<file path="config.mk">
export PLATFORM = sky130hd
export DESIGN_NAME = eeg_aram_rd_agen_flat
export DESIGN_NICKNAME = d
export VERILOG_FILES = /design/src/rtl/eeg_aram_rd_agen_pkg.sv /design/src/rtl/eeg_aram_rd_agen_if.sv /design/src/rtl/eeg_sync_fifo.sv /design/src/rtl/eeg_aram_rd_agen.sv /design/src/flat_wrapper.sv
export SDC_FILE = /design/constraint.sdc
export NUM_CORES = 1
export LEC_CHECK = 0
export BUFFER_PORTS_ARGS = -buffer_cell sky130_fd_sc_hd__buf_2
export CORE_MARGIN = 1
export CORE_UTILIZATION = 35
export CTS_CLUSTER_SIZE = 12
export DETAILED_ROUTE_END_ITERATION = 8
export GPL_ROUTABILITY_DRIVEN = 1
export SLEW_MARGIN = 20
export SYNTH_ARGS = -nofsm -noshare
export SYNTH_HDL_FRONTEND = slang
export SYNTH_SLANG_ARGS = --single-unit
</file>
<file path="constraint.sdc">
create_clock -name clk -period 2.15 [get_ports clk]
set_input_delay 0.1075 -clock clk [delete_from_list [all_inputs] [get_ports clk]]
set_output_delay 0.1075 -clock clk [all_outputs]
set_load 0.1 [all_outputs]
</file>
<file path="src/rtl/eeg_aram_rd_agen_pkg.sv">
// Shared EEG package for the ARAM read address generator.
// Holds the default bus widths, the default return-FIFO depth and the
// FSM state encoding used by eeg_aram_rd_agen.
package eeg_aram_rd_agen_pkg;

  // ARAM word-address width and data width.
  localparam int EEG_ADD_AW  = 12;
  localparam int EEG_DAT_DW  = 8;
  // Return-FIFO depth (power of two, at least 2).
  localparam int EEG_FIFO_DP = 4;

  // Job FSM states.
  typedef enum logic [1:0] {
    ST_IDLE  = 2'd0,  // waiting for a job
    ST_ISSUE = 2'd1,  // issuing read addresses
    ST_DRAIN = 2'd2   // all addresses issued, forwarding remaining data
  } agen_state_e;

endpackage

</file>
<file path="src/rtl/eeg_aram_rd_agen_if.sv">
// Bus bundle for eeg_aram_rd_agen.
// Groups the job configuration handshake, the read-address stream to the
// ARAM bank, the read-data return stream and the output stream to the PE
// array, plus the is_idle/done status lines.
//   master : the address generator side
//   slave  : the environment (job source, ARAM bank, consumer)
interface eeg_aram_rd_agen_if
  import eeg_aram_rd_agen_pkg::*;
#(
  parameter int AW = EEG_ADD_AW,
  parameter int DW = EEG_DAT_DW
);

  // Job configuration
  logic          cfg_vld;
  logic          cfg_rdy;
  logic [AW-1:0] cfg_base;
  logic [AW-1:0] cfg_strd;
  logic [AW-1:0] cfg_cnt;

  // Read-address stream to the ARAM bank
  logic          add_vld;
  logic          add_lst;
  logic          add_rdy;
  logic [AW-1:0] add_add;

  // Read-data return from the ARAM bank
  logic          dat_vld;
  logic          dat_lst;
  logic          dat_rdy;
  logic [DW-1:0] dat_dat;

  // Output stream to the consumer
  logic          out_vld;
  logic          out_lst;
  logic          out_rdy;
  logic [DW-1:0] out_dat;

  // Status
  logic          is_idle;
  logic          done;

  modport master (
    input  cfg_vld, cfg_base, cfg_strd, cfg_cnt,
    output cfg_rdy,
    output add_vld, add_lst, add_add,
    input  add_rdy,
    input  dat_vld, dat_lst, dat_dat,
    output dat_rdy,
    output out_vld, out_lst, out_dat,
    input  out_rdy,
    output is_idle, done
  );

  modport slave (
    output cfg_vld, cfg_base, cfg_strd, cfg_cnt,
    input  cfg_rdy,
    input  add_vld, add_lst, add_add,
    output add_rdy,
    output dat_vld, dat_lst, dat_dat,
    input  dat_rdy,
    input  out_vld, out_lst, out_dat,
    output out_rdy,
    input  is_idle, done
  );

endinterface

</file>
<file path="src/rtl/eeg_sync_fifo.sv">
// Synchronous FIFO with registered storage, used as the ARAM return buffer.
// A word pushed at a clock edge is visible on o_vld/o_dat right after that
// edge. Simultaneous push and pop are accepted when full (the pop frees the
// slot) and when empty (only the push takes effect, since nothing is popped).
// Ports:
//   clk, rst_n : clock, asynchronous active-low reset
//   i_push     : write i_dat (ignored when full without a pop)
//   i_dat      : write data
//   i_pop      : consume the head entry (ignored when empty)
//   o_vld      : FIFO non-empty
//   o_dat      : head entry
//   o_cnt      : current occupancy, 0..DP
module eeg_sync_fifo #(
  parameter int DW = 8,
  parameter int DP = 4
) (
  input  logic                clk,
  input  logic                rst_n,
  input  logic                i_push,
  input  logic [DW-1:0]       i_dat,
  input  logic                i_pop,
  output logic                o_vld,
  output logic [DW-1:0]       o_dat,
  output logic [$clog2(DP):0] o_cnt
);

  localparam int          PW    = $clog2(DP);
  localparam logic [PW:0] DEPTH = (PW + 1)'(DP);

  logic [DW-1:0] r_mem [DP];
  logic [PW-1:0] r_wr;
  logic [PW-1:0] r_rd;
  logic [PW:0]   r_cnt;

  logic w_push;
  logic w_pop;

  assign w_pop  = i_pop && (r_cnt != '0);
  assign w_push = i_push && ((r_cnt != DEPTH) || w_pop);

  // NOTE: sequential state uses non-blocking assignments so every register
  // samples the pre-edge values, independent of block ordering.
  always_ff @(posedge clk or negedge rst_n) begin
    if (!rst_n) begin
      r_wr  <= '0;
      r_rd  <= '0;
      r_cnt <= '0;
    end else begin
      if (w_push) r_wr <= r_wr + 1'b1;
      if (w_pop)  r_rd <= r_rd + 1'b1;
      case ({w_push, w_pop})
        2'b10:   r_cnt <= r_cnt + 1'b1;
        2'b01:   r_cnt <= r_cnt - 1'b1;
        default: r_cnt <= r_cnt;
      endcase
    end
  end

  // NOTE: the storage array has no reset; the pointers and count define
  // which entries are meaningful, and a reset-free array maps onto RAM.
  always_ff @(posedge clk) begin
    if (w_push) r_mem[r_wr] <= i_dat;
  end

  assign o_vld = (r_cnt != '0);
  assign o_dat = r_mem[r_rd];
  assign o_cnt = r_cnt;

endmodule

</file>
<file path="src/rtl/eeg_aram_rd_agen.sv">
// ARAM read address generator.
// Accepts a strided read job {base, strd, cnt}, issues cnt+1 read addresses
// base + i*strd (wrapping at 2^ADD_AW) to one ARAM bank, buffers the returned
// words in a return FIFO and forwards them in order to the consumer.
// Address issue is credit-limited so every outstanding read is guaranteed a
// FIFO slot: consumer back-pressure throttles issue and never drops data.
// Ports:
//   clk, rst_n : clock, asynchronous active-low reset
//   bus        : master view of eeg_aram_rd_agen_if (cfg / add / dat / out
//                streams, is_idle, done)
module eeg_aram_rd_agen
  import eeg_aram_rd_agen_pkg::*;
#(
  parameter int ADD_AW  = EEG_ADD_AW,
  parameter int DAT_DW  = EEG_DAT_DW,
  parameter int FIFO_DP = EEG_FIFO_DP
) (
  input logic               clk,
  input logic               rst_n,
  eeg_aram_rd_agen_if.master bus
);

  // Outstanding-read counter width: holds 0..FIFO_DP.
  localparam int          OW   = $clog2(FIFO_DP) + 1;
  localparam logic [OW:0] DP_W = (OW + 1)'(FIFO_DP);

  agen_state_e       r_state;
  logic [ADD_AW-1:0] r_add;    // running address, starts at base
  logic [ADD_AW-1:0] r_strd;
  logic [ADD_AW-1:0] r_cnt;
  logic [ADD_AW-1:0] r_idx;    // index of the word currently offered
  logic [OW-1:0]     r_outst;  // reads issued but not yet returned
  logic              r_done;

  logic              w_credit;
  logic              w_add_hs;
  logic              w_dat_hs;
  logic              w_out_hs;
  logic              w_fifo_vld;
  logic [DAT_DW:0]   w_fifo_dat;
  logic [OW-1:0]     w_fifo_cnt;

  // A new read is allowed only if every read already in flight plus every
  // word already buffered still leaves a free FIFO slot for it.
  assign w_credit = ({1'b0, r_outst} + {1'b0, w_fifo_cnt}) < DP_W;

  assign bus.cfg_rdy = (r_state == ST_IDLE);
  assign bus.is_idle = (r_state == ST_IDLE);

  assign bus.add_vld = (r_state == ST_ISSUE) && w_credit;
  assign bus.add_lst = (r_state == ST_ISSUE) && (r_idx == r_cnt);
  assign bus.add_add = r_add;

  // Returns are accepted whenever a job is active; the credit rule ensures
  // the FIFO has room. A return while idle is dropped.
  assign bus.dat_rdy = (r_state != ST_IDLE);

  assign bus.out_vld = w_fifo_vld;
  assign bus.out_dat = w_fifo_dat[DAT_DW-1:0];
  assign bus.out_lst = w_fifo_vld && w_fifo_dat[DAT_DW];
  assign bus.done    = r_done;

  assign w_add_hs = bus.add_vld && bus.add_rdy;
  assign w_dat_hs = bus.dat_vld && bus.dat_rdy;
  assign w_out_hs = bus.out_vld && bus.out_rdy;

  // Job FSM with the address accumulator and done pulse.
  always_ff @(posedge clk or negedge rst_n) begin
    if (!rst_n) begin
      r_state <= ST_IDLE;
      r_add   <= '0;
      r_strd  <= '0;
      r_cnt   <= '0;
      r_idx   <= '0;
      r_done  <= 1'b0;
    end else begin
      r_done <= 1'b0;
      case (r_state)
        ST_IDLE: begin
          if (bus.cfg_vld) begin
            r_add   <= bus.cfg_base;
            r_strd  <= bus.cfg_strd;
            r_cnt   <= bus.cfg_cnt;
            r_idx   <= '0;
            r_state <= ST_ISSUE;
          end
        end
        ST_ISSUE: begin
          if (w_add_hs) begin
            // Accumulate instead of multiplying; wrap is silent.
            r_add <= r_add + r_strd;
            r_idx <= r_idx + 1'b1;
            if (bus.add_lst) r_state <= ST_DRAIN;
          end
        end
        ST_DRAIN: begin
          if (w_out_hs && bus.out_lst) begin
            r_done  <= 1'b1;
            r_state <= ST_IDLE;
          end
        end
        default: r_state <= ST_IDLE;
      endcase
    end
  end

  // Outstanding reads: up on address handshake, down on data handshake.
  always_ff @(posedge clk or negedge rst_n) begin
    if (!rst_n) begin
      r_outst <= '0;
    end else begin
      case ({w_add_hs, w_dat_hs})
        2'b10:   r_outst <= r_outst + 1'b1;
        2'b01:   r_outst <= r_outst - 1'b1;
        default: r_outst <= r_outst;
      endcase
    end
  end

  // Return buffer holds {lst, data}.
  eeg_sync_fifo #(
    .DW (DAT_DW + 1),
    .DP (FIFO_DP)
  ) u_ret_fifo (
    .clk    (clk),
    .rst_n  (rst_n),
    .i_push (w_dat_hs),
    .i_dat  ({bus.dat_lst, bus.dat_dat}),
    .i_pop  (w_out_hs),
    .o_vld  (w_fifo_vld),
    .o_dat  (w_fifo_dat),
    .o_cnt  (w_fifo_cnt)
  );

endmodule

</file>
<file path="src/flat_wrapper.sv">
// flat-port wrapper written by rule: the top's interface ports become plain ports
module eeg_aram_rd_agen_flat import eeg_aram_rd_agen_pkg::*;
#(
  parameter int ADD_AW  = EEG_ADD_AW,
  parameter int DAT_DW  = EEG_DAT_DW,
  parameter int FIFO_DP = EEG_FIFO_DP
)
  (clk, rst_n, bus_cfg_vld, bus_cfg_base, bus_cfg_strd, bus_cfg_cnt, bus_cfg_rdy, bus_add_vld, bus_add_lst, bus_add_add, bus_add_rdy, bus_dat_vld, bus_dat_lst, bus_dat_dat, bus_dat_rdy, bus_out_vld, bus_out_lst, bus_out_dat, bus_out_rdy, bus_is_idle, bus_done);
  eeg_aram_rd_agen_if #(.AW((12)), .DW((8))) bus_i ();
  input logic clk;
  input logic rst_n;
  input wire logic [$bits(bus_i.cfg_vld)-1:0] bus_cfg_vld;
  input wire logic [$bits(bus_i.cfg_base)-1:0] bus_cfg_base;
  input wire logic [$bits(bus_i.cfg_strd)-1:0] bus_cfg_strd;
  input wire logic [$bits(bus_i.cfg_cnt)-1:0] bus_cfg_cnt;
  output wire logic [$bits(bus_i.cfg_rdy)-1:0] bus_cfg_rdy;
  output wire logic [$bits(bus_i.add_vld)-1:0] bus_add_vld;
  output wire logic [$bits(bus_i.add_lst)-1:0] bus_add_lst;
  output wire logic [$bits(bus_i.add_add)-1:0] bus_add_add;
  input wire logic [$bits(bus_i.add_rdy)-1:0] bus_add_rdy;
  input wire logic [$bits(bus_i.dat_vld)-1:0] bus_dat_vld;
  input wire logic [$bits(bus_i.dat_lst)-1:0] bus_dat_lst;
  input wire logic [$bits(bus_i.dat_dat)-1:0] bus_dat_dat;
  output wire logic [$bits(bus_i.dat_rdy)-1:0] bus_dat_rdy;
  output wire logic [$bits(bus_i.out_vld)-1:0] bus_out_vld;
  output wire logic [$bits(bus_i.out_lst)-1:0] bus_out_lst;
  output wire logic [$bits(bus_i.out_dat)-1:0] bus_out_dat;
  input wire logic [$bits(bus_i.out_rdy)-1:0] bus_out_rdy;
  output wire logic [$bits(bus_i.is_idle)-1:0] bus_is_idle;
  output wire logic [$bits(bus_i.done)-1:0] bus_done;
  assign bus_i.cfg_vld = bus_cfg_vld;
  assign bus_i.cfg_base = bus_cfg_base;
  assign bus_i.cfg_strd = bus_cfg_strd;
  assign bus_i.cfg_cnt = bus_cfg_cnt;
  assign bus_cfg_rdy = bus_i.cfg_rdy;
  assign bus_add_vld = bus_i.add_vld;
  assign bus_add_lst = bus_i.add_lst;
  assign bus_add_add = bus_i.add_add;
  assign bus_i.add_rdy = bus_add_rdy;
  assign bus_i.dat_vld = bus_dat_vld;
  assign bus_i.dat_lst = bus_dat_lst;
  assign bus_i.dat_dat = bus_dat_dat;
  assign bus_dat_rdy = bus_i.dat_rdy;
  assign bus_out_vld = bus_i.out_vld;
  assign bus_out_lst = bus_i.out_lst;
  assign bus_out_dat = bus_i.out_dat;
  assign bus_i.out_rdy = bus_out_rdy;
  assign bus_is_idle = bus_i.is_idle;
  assign bus_done = bus_i.done;
  eeg_aram_rd_agen #(.ADD_AW(ADD_AW), .DAT_DW(DAT_DW), .FIFO_DP(FIFO_DP)) u_core (.clk(clk), .rst_n(rst_n), .bus(bus_i));
endmodule
</file>
=== Word level (Yosys, flattened, before mapping) ===
Memory sizes are Yosys's and may differ from the RTL's.
Cells that the tools add are included.

* Mux-type cells: 17
* Magnitude comparators: 1
* Eq/ne operators: 12
* Add/subtract/negate cells: 9
* Reduce and logical (&&, ||, !) cells: 19

{| class="wikitable"
|+ Operators with widths
! cell !! count
|-
| two-way mux 12 bit || 4
|-
| one-hot mux 12 bit (2 select lines) || 2
|-
| adder 12 x 1 -> 12 bit (second input constant) || 1
|-
| adder 12 bit || 1
|-
| equality test 12 bit || 1
|-
| one-hot mux 3 bit (2 select lines) || 2
|-
| logical AND 1 bit || 9
|-
| two-way mux 2 bit || 4
|-
| nonzero test 2 bit || 4
|-
| adder 3 x 1 -> 3 bit (second input constant) || 2
|-
| equality test 2 x 1 -> 1 bit (second input constant) || 3
|-
| equality test 2 bit (second input constant) || 3
|-
| one-hot mux 2 bit (3 select lines) || 1
|-
| subtractor 3 x 1 -> 3 bit (second input constant) || 2
|-
| adder 2 x 1 -> 2 bit (second input constant) || 2
|-
| adder 3 x 3 -> 4 bit || 1
|-
| less-than comparator 4 x 3 -> 1 bit (second input constant) || 1
|-
| two-way mux 1 bit || 4
|-
| != test 2 x 1 -> 1 bit (second input constant) || 2
|-
| != test 2 bit (second input constant) || 2
|-
| AND reduction 4 bit || 1
|-
| != test 3 bit (second input constant) || 1
|-
| AND reduction 3 bit || 1
|-
| nonzero test 3 bit || 1
|-
| other kinds (3) || 3
|}

* Memories kept: 1
* Word-level logic and storage cells: 69
* Flip-flop bits (word level): 61
* Output and inout bits: 28
* RAM bits: 36

{| class="wikitable"
|+ Memory list
! name !! words !! bits a word !! read ports !! clocked after memory_dff !! wr ports !! line !! source
|-
| u_core.u_ret_fifo.r_mem || 4 || 9 || 1 || 0 || 1 || eeg_sync_fifo.sv:30 || <nowiki>logic [DW-1:0] r_mem [DP];</nowiki>
|}

=== Longest topological paths before layout ===
* Depth after elaboration: 7
* Gate-level depth with buffers: 10
* Mapped depth without buffers: 10

=== Cells and area by module ===
From an unflattened synthesis, not the netlist that was laid out.

* Cell total of the unflattened synthesis: 441
* Area, all modules: 4839.6 um^2

{| class="wikitable"
|+ Modules (own cells, without submodules)
! module !! cells an instance !! instances !! area each (um^2)
|-
| eeg_aram_rd_agen || 344 || 1 || 3046.7
|-
| eeg_sync_fifo || 97 || 1 || 1793.0
|}

=== Worst setup path after synthesis ===
Ideal clock, no wire load.

* Path kind: reg2reg
* Start point: register u_core.u_ret_fifo.r_cnt[2] (netlist: u_core.u_ret_fifo.o_cnt[2])
* End point: register u_core.r_outst[2]
* Setup time: 125 ps
* Cell stages (with the launch flop): 11
* Clock period less this slack: 2877 ps
* Buffers on the path: 0
* Path slack: -727 ps
* Arrival time: 2752 ps
* Cells stage by stage: dfrtp_1 > ha_1 > nor3_1 > and3_1 > nand2_1 > ha_1 > inv_1 > fa_1 > xor2_1 > nor2_1 > xor2_1

* Word-level cells in the longest chain between the ends: 6
* Elaborated cells on any way between the ends: 8
* Classes of those cells: add/sub (1); order compare (1); eq/ne (2); mux (1); reduce/logical (3)

{| class="wikitable"
|+ Ends and longest elaborated chain
! what !! line !! source
|-
| start, declared || eeg_sync_fifo.sv:33 || <nowiki>logic [PW:0] r_cnt;</nowiki>
|-
| start signal, assigned || eeg_sync_fifo.sv:52 || <nowiki>2'b10: r_cnt <= r_cnt + 1'b1;</nowiki>
|-
| start signal, assigned || eeg_sync_fifo.sv:53 || <nowiki>2'b01: r_cnt <= r_cnt - 1'b1;</nowiki>
|-
| start signal, assigned || eeg_sync_fifo.sv:54 || <nowiki>default: r_cnt <= r_cnt;</nowiki>
|-
| adder 3 x 3 -> 4 bit (*) || eeg_aram_rd_agen.sv:45 || <nowiki>assign w_credit = ({1'b0, r_outst} + {1'b0, w_fifo_cnt}) < DP_W;</nowiki>
|-
| less-than comparator 4 x 3 -> 1 bit (*) || eeg_aram_rd_agen.sv:45 ||
|-
| logical AND 1 bit (*) || eeg_aram_rd_agen.sv:50 || <nowiki>assign bus.add_vld = (r_state == ST_ISSUE) && w_credit;</nowiki>
|-
| via bus_add_vld || flat_wrapper.sv:17 || <nowiki>output wire logic [$bits(bus_i.add_vld)-1:0] bus_add_vld;</nowiki>
|-
| logical AND 1 bit (*) || eeg_aram_rd_agen.sv:63 || <nowiki>assign w_add_hs = bus.add_vld && bus.add_rdy;</nowiki>
|-
| equality test 2 x 1 -> 1 bit / equality test 2 bit (equally long branches) || eeg_aram_rd_agen.sv:112 || <nowiki>case ({w_add_hs, w_dat_hs})</nowiki>
|-
| one-hot mux 3 bit (2 select lines) / nonzero test 2 bit (equally long branches) || - ||
|-
| end signal, assigned || eeg_aram_rd_agen.sv:113 || <nowiki>2'b10: r_outst <= r_outst + 1'b1;</nowiki>
|-
| end signal, assigned || eeg_aram_rd_agen.sv:114 || <nowiki>2'b01: r_outst <= r_outst - 1'b1;</nowiki>
|-
| end signal, assigned || eeg_aram_rd_agen.sv:115 || <nowiki>default: r_outst <= r_outst;</nowiki>
|-
| end, declared || eeg_aram_rd_agen.sv:32 || <nowiki>logic [OW-1:0] r_outst;</nowiki>
|}

The timed path passes the listed nets; every way through them passes the cells marked *.
A chain may end at the register's enable or synchronous reset.

=== Worst setup path after layout ===
* Start point: register u_core.r_add[0] (netlist: u_core.bus.add_add[0])
* End point: register u_core.r_add[8] (netlist: u_core.bus.add_add[8])

* Word-level cells in the longest chain between the ends: 3

{| class="wikitable"
|+ Ends and longest elaborated chain
! what !! line !! source
|-
| start, declared || eeg_aram_rd_agen.sv:28 || <nowiki>logic [ADD_AW-1:0] r_add;</nowiki>
|-
| start signal, assigned || eeg_aram_rd_agen.sv:81 || <nowiki>r_add <= bus.cfg_base;</nowiki>
|-
| start signal, assigned || eeg_aram_rd_agen.sv:91 || <nowiki>r_add <= r_add + r_strd;</nowiki>
|-
| adder 12 bit || eeg_aram_rd_agen.sv:91 ||
|-
| two-way mux 12 bit || eeg_aram_rd_agen.sv:89 || <nowiki>if (w_add_hs) begin</nowiki>
|-
| one-hot mux 12 bit (2 select lines) || eeg_aram_rd_agen.sv:78 || <nowiki>case (r_state)</nowiki>
|}

Every way passes these cells. The select of a mux whose other input is x is not followed.

==> reports/results.ini <==
[outcome]
status = finished clean

[synth]
ys_types = 49
synth-edff-count = 36
synth_mux_area_frac = 0.04687
seq_area_frac_synth = 0.5487
synth_nets = 504
synth_area_per_cell_um2 = 11.03
synthCells = 431
synth_top_family_by_area = simple AND/OR/NAND/NOR gates
synthAdderAreaFrac = 0.06266
synthArstFlopShare = 0.6289
synth_seq_cells = 97
synth_xor_area_frac = 0.06635
yosysWarnings = 0
syn_area_mm2 = 0.004752
synth_compound_area_frac = 0.07873
synthFlopType = dfrtp_1
synth_simple_gate_area_frac = 0.1709

[grt]
grt-ovfl-total = 0
first_global_vias = 3665
grt.busiest_layer = met2
track_usage = 0.1650
grt_antenna_before_repair = 1
met2_usage = 0.2756
grt_pass1_wl_um = 18150
use_met1 = 0.2103
met3_usage = 0.03716
grt_start_max_net_pins = 28

[clocking]
cts-root-buf = clkbuf_16
clk_latency_ns = 0.35
clk_path_buf_depth = 2
cts_tree = yes
h-tree-depth = 3
path_clk_slew_ns = 0.07
cts.sinks = 97
cts_buffers = 9

[routing]
drtPass1Iterations = 4
wl_per_cell_um = 15.00
drc = 0
wl_um = 11110
via_per_inst = 4.893
first_iter_violations = 164
ant_nets = 0
dr_total_vias = 3626

[sta]
drv_slew = 0
slew_headroom = 0.6115
rsz0062_at_grt = true
hold_slack_ns = 0.008695
finalCriticalPeriod_ns = 2.093
worst_slack_ns = 0.05712
fmax_mhz = 477.8
fin_crit_sh = 0.9734
worst_pin_slew_ns = 0.5827
hold_viol = 0
setup_viol_count_final = 0
fin_skew_ns = 0.01088

[worst_setup_path]
critPathKind = register to register
crit_path_start_kind = register
crit_required_ns = 2.42
critPathMaxFanout = 3
arrival_ns = 2.36
end_kind = register

[layout]
final_cell_mix = nand2_1, buf_2, dfrtp_1
final_nets = 633
layout-drive-gt1-share = 0.3133
final_common_cell = nand2_1
n_antenna_cell = 0
final_cells = 741
post-route-util = 0.4823
areaGrowthSynthToFinish_pct = 34.41
fillCellCount = 1244

[worst_hold_path]
min_path_type = input pin to register

[pwr]
p_leak_uw = 0.002821
p_per_area_mw_per_mm2 = 1742
switching_power_uw = 5353
total_power_uw = 11120
p_int_uw = 5771
ir_drop_mv = 0.5222
p_comb_frac = 0.578
switching_share = 0.4812
clockPowerShare = 0.144
pwr-share-seq = 0.278

[die]
fp.dieW_um = 118.5
rows = 42
start_util = 0.3588
die_area_mm2 = 0.01405
die_h_um = 118.5
core-area_mm2 = 0.01324
ios = 79

[placement]
place_congestion = 0.8310
dpl.cell_count = 685
dpl.hpwl_um = 7879
portBuffers = 78
place_ws_ns = 0.02825

[flow_run]
drv_cap = 0

==> worst paths after layout <==
kind,to,slack (ns),cells after the start,from
min in group asynchronous,u_core.r_strd[8]$_DFFE_PN0P_,0.28,2,rst_n
max in group asynchronous,u_core.bus.add_add[6]$_DFFE_PN0P_,1.11,3,rst_n
max reg2reg,u_core.bus.add_add[8]$_DFFE_PN0P_,0.06,8,u_core.bus.add_add[0]$_DFFE_PN0P_
min reg2reg,u_core.r_outst[2]$_DFFE_PN0P_,0.48,1,u_core.r_outst[2]$_DFFE_PN0P_
min,u_core.bus.add_add[1]$_DFFE_PN0P_,0.009,3,bus_cfg_base[1]
max,u_core.bus.add_add[8]$_DFFE_PN0P_,0.06,8,u_core.bus.add_add[0]$_DFFE_PN0P_
==> cells by family (layout without fill, tap and decap cells) <==
group	after synthesis	count (layout)
multiplexers	11	11
buffers and inverters	30	164
AO/OA/AOI/OAI	58	58
XOR/XNOR	36	36
flip-flops	97	97
AND/OR/NAND/NOR	177	177
adder cells (fa/ha/maj)	22	22
==> layout make-up <==
type	count	area [um2]	area share
Timing Repair Buffer	136	953.4	0.1493
Clock inverter	6	66.31	0.01038
Clock buffer	10	229.0	0.03585
Sequential cell	97	2636	0.4127
Inverter	12	48.80	0.007640
Tap cell	176	220.2	0.03448
Multi-Input combinational cell	304	2233	0.3497
==> critical path, stage by stage (launching register included) <==
cell and delay (ns):
dfrtp_4 0.50, ha_4 0.17, fa_2 0.35, a211oi_2 0.25, o21bai_2 0.11, a221oi_2 0.27
xnor2_1 0.15, nand2_1 0.07, a31oi_1 0.15
==> registers in the layout, indices dropped and copies added, names as in the netlist, 3 cells and up <==
register                 cells
u_core.u_ret_fifo.r_mem     36
u_core.bus.add_add          12
u_core.r_cnt                12
u_core.r_idx                12
u_core.r_strd               12
u_core.r_outst               3
u_core.u_ret_fifo.o_cnt      3
==> synthesized netlist by cell type, types with 3 or more instances <==
cell type	instances	area, um2
nor4_1	5	31.28
ha_1	19	237.7
a21oi_1	19	95.09
mux4_2	9	202.7
inv_1	12	45.04
dfrtp_1	61	1526
o21ai_0	12	60.06
and2_1	6	37.54
nor2_1	28	105.1
clkbuf_1	12	45.04
nor3_1	4	20.02
xor2_1	18	157.7
nand2_1	106	397.9
edfxtp_1	36	1081
buf_2	4	20.02
fa_1	3	60.06
nand4_1	5	31.28
a31oi_1	5	31.28
and3_1	3	18.77
xnor2_1	18	157.7
nand3_1	8	40.04
==> metrics by stage <==
| stage | area [um2] | setup TNS [ns] |
|---|---|---|
| after CTS | 6257 | -0.001226 |
| final | 6387 | 0 |
| after global placement | 5615 | 0 |
| after global routing | 6387 | -0.04197 |
| after detailed placement | 5615 | 0 |
| after floorplan | 4921 | -0.1647 |
==> power groups by stage <==
stage | clock [uW] | combinational, uW | sequential, uW
6_report | 1600 | 6430 | 3090
5_1_grt | 1710 | 6960 | 3170
4_1_cts | 1650 | 6190 | 3080
3_5_place_dp | 0 | 6090 | 3120
3_3_place_gp | 0 | 6010 | 3090
2_1_floorplan | 0 | 4180 | 3760
==> layer usage <==
layer | routed length, um | vias up
met1 | 4999 | 1793
met4 | 157 | 2
met5 | 10 | -
li1 | - | 1758
met3 | 471 | 14
met2 | 5475 | 59
==> repair_timing <==
| action | in CTS | in global routing |
|---|---|---|
| endpoints found under the hold margin | 82 | 0 |
| hold buffers | 34 | 0 |
| setup endpoints to repair | 2 | 9 |
| setup buffers | 0 | 6 |
| pin swaps | 0 | 11 |
| resized for setup | 1 | 16 |
(Power assumes the default switching activity.)
